### config.mk
export PLATFORM = sky130hd
export DESIGN_NAME = serial_adder_responder
export DESIGN_NICKNAME = d
export VERILOG_FILES = /design/src/rtl/serial_adder_responder.sv
export SDC_FILE = /design/constraint.sdc
export NUM_CORES = 1
export LEC_CHECK = 0
export ABC_AREA = 1
export CAP_MARGIN = 20
export CORE_MARGIN = 4
export CORE_UTILIZATION = 55
export CTS_CLUSTER_DIAMETER = 40
export DETAILED_ROUTE_END_ITERATION = 10
export PLACE_DENSITY = 0.76
export SYNTH_ARGS = -nofsm -noshare
export SYNTH_HDL_FRONTEND = slang
export SYNTH_SLANG_ARGS = --single-unit
### constraint.sdc
create_clock -name clk -period 2.2 [get_ports clk]
set_input_delay 0.33 -clock clk [delete_from_list [all_inputs] [get_ports clk]]
set_output_delay 0.33 -clock clk [all_outputs]
set_load 0.02 [all_outputs]
### src/rtl/serial_adder_responder.sv
// Bit-serial adder responder: receives a framed A/B operand stream, returns a
// framed WIDTH+1 bit sum, and reports busy, bad-stop pulses and a frame count.
module serial_adder_responder #(
  parameter int WIDTH = 8
) (
  input  logic        clk,
  input  logic        rst_n,
  input  logic        input_signal,
  output logic        output_signal,
  output logic        busy,
  output logic        frame_err,
  output logic [15:0] frame_cnt
);

  localparam int CNT_W = $clog2(WIDTH + 1);
  localparam logic [CNT_W-1:0] LAST_OP  = CNT_W'(WIDTH - 1);
  localparam logic [CNT_W-1:0] LAST_SUM = CNT_W'(WIDTH);
  localparam logic [CNT_W-1:0] CNT_ONE  = CNT_W'(1);

  typedef enum logic [2:0] {
    IDLE,
    RX_A,
    RX_B,
    RX_STOP,
    TX_START,
    TX_DATA
  } state_t;

  state_t           state_q, state_d;
  logic [CNT_W-1:0] bit_cnt_q, bit_cnt_d;
  logic [WIDTH-1:0] a_q, a_d;
  logic [WIDTH-1:0] b_q, b_d;
  logic [WIDTH:0]   sum_q, sum_d;
  logic             out_d;
  logic             err_d;
  logic             cnt_inc;

  // NOTE: every combinational output gets a default first, so no path through
  // the case statement can leave a value unassigned and infer a latch.
  always_comb begin
    state_d   = state_q;
    bit_cnt_d = bit_cnt_q;
    a_d       = a_q;
    b_d       = b_q;
    sum_d     = sum_q;
    out_d     = 1'b0;
    err_d     = 1'b0;
    cnt_inc   = 1'b0;

    unique case (state_q)
      IDLE: begin
        if (input_signal) begin
          state_d   = RX_A;
          bit_cnt_d = '0;
        end
      end
      RX_A: begin
        // Operands arrive LSB first, so shift in from the top.
        a_d = WIDTH'({input_signal, a_q} >> 1);
        if (bit_cnt_q == LAST_OP) begin
          state_d   = RX_B;
          bit_cnt_d = '0;
        end else begin
          bit_cnt_d = bit_cnt_q + CNT_ONE;
        end
      end
      RX_B: begin
        b_d = WIDTH'({input_signal, b_q} >> 1);
        if (bit_cnt_q == LAST_OP) begin
          state_d   = RX_STOP;
          bit_cnt_d = '0;
        end else begin
          bit_cnt_d = bit_cnt_q + CNT_ONE;
        end
      end
      RX_STOP: begin
        if (!input_signal) begin
          sum_d   = {1'b0, a_q} + {1'b0, b_q};
          cnt_inc = 1'b1;
          out_d   = 1'b1;
          state_d = TX_START;
        end else begin
          err_d   = 1'b1;
          state_d = IDLE;
        end
      end
      TX_START: begin
        // The sum register is consumed as a shift register, LSB out first.
        out_d     = sum_q[0];
        sum_d     = sum_q >> 1;
        bit_cnt_d = '0;
        state_d   = TX_DATA;
      end
      TX_DATA: begin
        if (bit_cnt_q == LAST_SUM) begin
          bit_cnt_d = '0;
          state_d   = IDLE;
        end else begin
          out_d     = sum_q[0];
          sum_d     = sum_q >> 1;
          bit_cnt_d = bit_cnt_q + CNT_ONE;
        end
      end
      default: state_d = IDLE;
    endcase
  end

  // NOTE: sequential state uses non-blocking assignments only, so every flop
  // samples the pre-edge values regardless of statement order.
  always_ff @(posedge clk or negedge rst_n) begin
    if (!rst_n) begin
      // NOTE: operand and sum registers are reset too, so a frame cut short by
      // reset can never leak stale data into a later response.
      state_q       <= IDLE;
      bit_cnt_q     <= '0;
      a_q           <= '0;
      b_q           <= '0;
      sum_q         <= '0;
      output_signal <= 1'b0;
      busy          <= 1'b0;
      frame_err     <= 1'b0;
      frame_cnt     <= 16'h0000;
    end else begin
      state_q       <= state_d;
      bit_cnt_q     <= bit_cnt_d;
      a_q           <= a_d;
      b_q           <= b_d;
      sum_q         <= sum_d;
      output_signal <= out_d;
      busy          <= (state_d != IDLE);
      frame_err     <= err_d;
      if (cnt_inc) begin
        frame_cnt <= frame_cnt + 16'd1;
      end
    end
  end

endmodule
==> flow_metrics.tcl <==
set metrics [dict create \
    r2r_cells 8 \
    drtIter0Drc 127 \
    grt_max_degree 30 \
    crit_path_cell_trace "ha_1 > fa_1 > nand2_1 > nand3_1 > nand2_1 > nor3_1 > o21ai_0 > nand2_1" \
    slowest_delay_ns 0.39 \
    critical_path.max_fanout 3 \
    port_buffers 21 \
    hold_viol 10 \
    r2r_setup_slack_ns 0.45 \
    ios 22 \
    core_um2 4504 \
    rr_endpoint "sum_q[8]" \
    critPathRequiredTime_ns 2.39 \
    fin_worst_skew_ns 0.01152 \
    place_congestion 0.8497 \
    fin_nets 353 \
    ys_seq_area_frac 0.4850 \
    post-route-util 0.6661 \
    cts_resized 0 \
    crit_slowest_cell "dfrtp_1" \
    power_density_nw_per_um2 1267 \
    dieArea_um2 5954 \
    ant_nets 0 \
    hold_path_class "primary input to asynchronous set/reset pin" \
    post_synth_inst_count 312 \
    first_pass_iters 4 \
    start_util 0.5842 \
    postCtsHoldBufs 0 \
    syn_area_um2 2631 \
    vias_per_cell 5.182 \
    htreeDepth 2 \
    holdWs_ns -0.002241 \
    setup_tns_ns 0 \
    area_growth_pct 14.03 \
    clockRootBuffer "clkbuf_8" \
    track_usage 0.1799 \
    drive_gt1_frac 0.08260 \
    fmax_mhz 570.5 \
    cts_buffers 5 \
    dieHeight_um 77.17 \
    die_w_um 77.17 \
    period_minus_slack_ns 1.753 \
    crit_top_cell "nand2_1" \
    crit_arrival_ns 1.94 \
    cp-end-kind "flop" \
    fin_total_pwr_mw 3.801 \
    cp.depth 8 \
    vdd_drop_max_uv 700.5 \
    clkSlewWorstSetupHoldPaths_ns 0.09 \
    wl_per_cell_um 12.33 \
    clkLatencyLatePin_ns 0.31 \
    yosys_warnings 0 \
    outcome "finished, violations left" \
    worst_pin_slew_ns 0.5447 \
    grt_pass1_wl_um 8611 \
    post_cts_buffers 0 \
    setup_viol 0 \
    hpwl_um 3699 \
    violations "negative hold slack" \
    yosys-top-cells-area "dfrtp_1, nand2_1, nor2_1" \
    ys_types 32 \
    yosysTopAreaCell "dfrtp_1" \
    relSlewSlack 0.6369 \
    drv_cap 0 \
    grt.overflow.total 0 \
    avgSynthCellArea_um2 8.434 \
    cts.sinks 51 \
    worstSetupStartpointType "flop" \
    worst-setup-path-type "flop to flop" \
    fin_crit_sh 0.7967 \
    crit_family "adder cells" \
    vias 2026 \
    fp-row-count 24 \
    cts_tree "done" \
    antenna_found_initial 0 \
    slew_violations 0 \
    finalNonFillerCells 391 \
    synth-seq-cells 51 \
    syn-num-nets 327 \
    clockBufferDepth 2 \
    synth_top_area_frac 0.4850 \
    first_global_vias 1830 \
    routed_wl_um 4820 \
    r2r_start "a_q[0]" \
    cellLeakagePower_nw 1.505 \
    drc 0 \
    worst-path-buf-inv 0 \
    rsz0062_at_grt "no" \
    dp_cells 383 \
    antennaDiodeCount 0 \
]
==> how the worst max path moves through the flow <==
| stage | slack [ns] | start | to |
|---|---|---|---|
| CTS | 0.45 | frame_cnt[7] | frame_cnt[7] |
| global route | 0.32 | a_q[0] | sum_q[6] |
| finish | 0.45 | a_q[0] | sum_q[8] |
| floorplan | 0.63 | a_q[0] | sum_q[6] |
| global placement | 0.38 | input_signal | sum_q[4] |
| detailed placement | 0.30 | input_signal | sum_q[4] |
==> cell type report <==
| cell class | instances | area [µm²] |
|---|---|---|
| Fill cell | 379 | 1504 |
| Sequential cell | 51 | 1276 |
| Multi-Input combinational cell | 218 | 1181 |
| Timing Repair Buffer | 23 | 232.7 |
| Inverter | 39 | 146.4 |
| Clock buffer | 6 | 82.58 |
| Tap cell | 52 | 65.06 |
| Clock inverter | 2 | 16.27 |
==> worst register-to-register path: stages, from the launching register on <==
cell,delay [ns]
dfrtp_1,0.39
ha_1,0.23
fa_1,0.39
nand2_1,0.09
nand3_1,0.12
nand2_1,0.12
nor3_1,0.06
o21ai_0,0.18
nand2_1,0.07
==> layer usage <==
metal / vias up / wire [µm] / GRT usage
met5: - / 0 / 0
met4: 0 / 65 / 0.05516
met3: 4 / 188 / 0.04450
met2: 39 / 2215 / 0.2642
met1: 933 / 2351 / 0.2615
li1: 1050 / - / -
==> Yosys cell counts <==
master    number
nand3_2        1
ha_1          11
o21ai_0       14
dfrtp_1       51
o211ai_1       2
o21ai_1        2
nand4_1        4
nor3_1         1
nand2_4        1
nand2_2        4
nand3_1       23
nand3b_1       2
fa_1           1
xnor2_1        8
clkbuf_1       1
nand2_1       78
o21ai_2        1
nand3_4        1
buf_4          1
xor2_1         5
buf_6          1
or2_2          1
mux2_2         2
inv_2          4
inv_1         35
nor2_8         1
a31oi_1        3
o22ai_1        1
a21oi_1       13
buf_2          1
nor2_1        37
nor2_4         1
==> logic make-up after synthesis <==
| logic type | share of synthesized area |
|---|---|
| and+or+nand+nor | 0.2634 |
| DFF | 0.4850 |
| buffers and inverters | 0.06609 |
| AOI/OAI and AO/OA | 0.07371 |
| xor gates and xnor gates | 0.04327 |
| adders and majority gates | 0.05991 |
| muxes | 0.008559 |
==> power breakdown <==
| part | switching (mW) | internal, mW | leakage, nW |
|---|---|---|---|
| combinational | 1.08 | 0.679 | 0.808 |
| sequential | 0.231 | 1.25 | 0.649 |
| clock | 0.309 | 0.257 | 0.0474 |
| total | 1.62 | 2.18 | 1.50 |
==> sequential cells by signal (all words and copies together) (netlist names) <==
register	cells
a_q	8
b_q	8
bit_cnt_q	4
busy	1
frame_cnt	16
frame_err	1
output_signal	1
state_q	3
sum_q	9
==> stage by stage <==
| stage | worst slack [ns] | area, µm² |
|---|---|---|
| 2_1_floorplan | 0.6321 | 2631 |
| 3_3_place_gp | 0.3758 | 2902 |
| 3_5_place_dp | 0.2977 | 2902 |
| 4_1_cts | 0.4536 | 3000 |
| 5_1_grt | 0.3178 | 3000 |
| 6_report | 0.4472 | 3000 |
==> layout by cell type (no fill, tap or decap), drive strengths merged <==
cell type / count
a21oi: 13
a31oi: 3
buf: 3
clkbuf: 6
clkdlybuf4s50: 20
clkinv: 1
clkinvlp: 1
dfrtp: 51
fa: 1
ha: 11
inv: 39
mux2: 2
nand2: 83
nand3: 25
nand3b: 2
nand4: 4
nor2: 39
nor3: 1
o211ai: 2
o21ai: 17
o22ai: 1
or2: 1
xnor2: 8
xor2: 5
No activity file was read; power rests on OpenSTA's default activity.
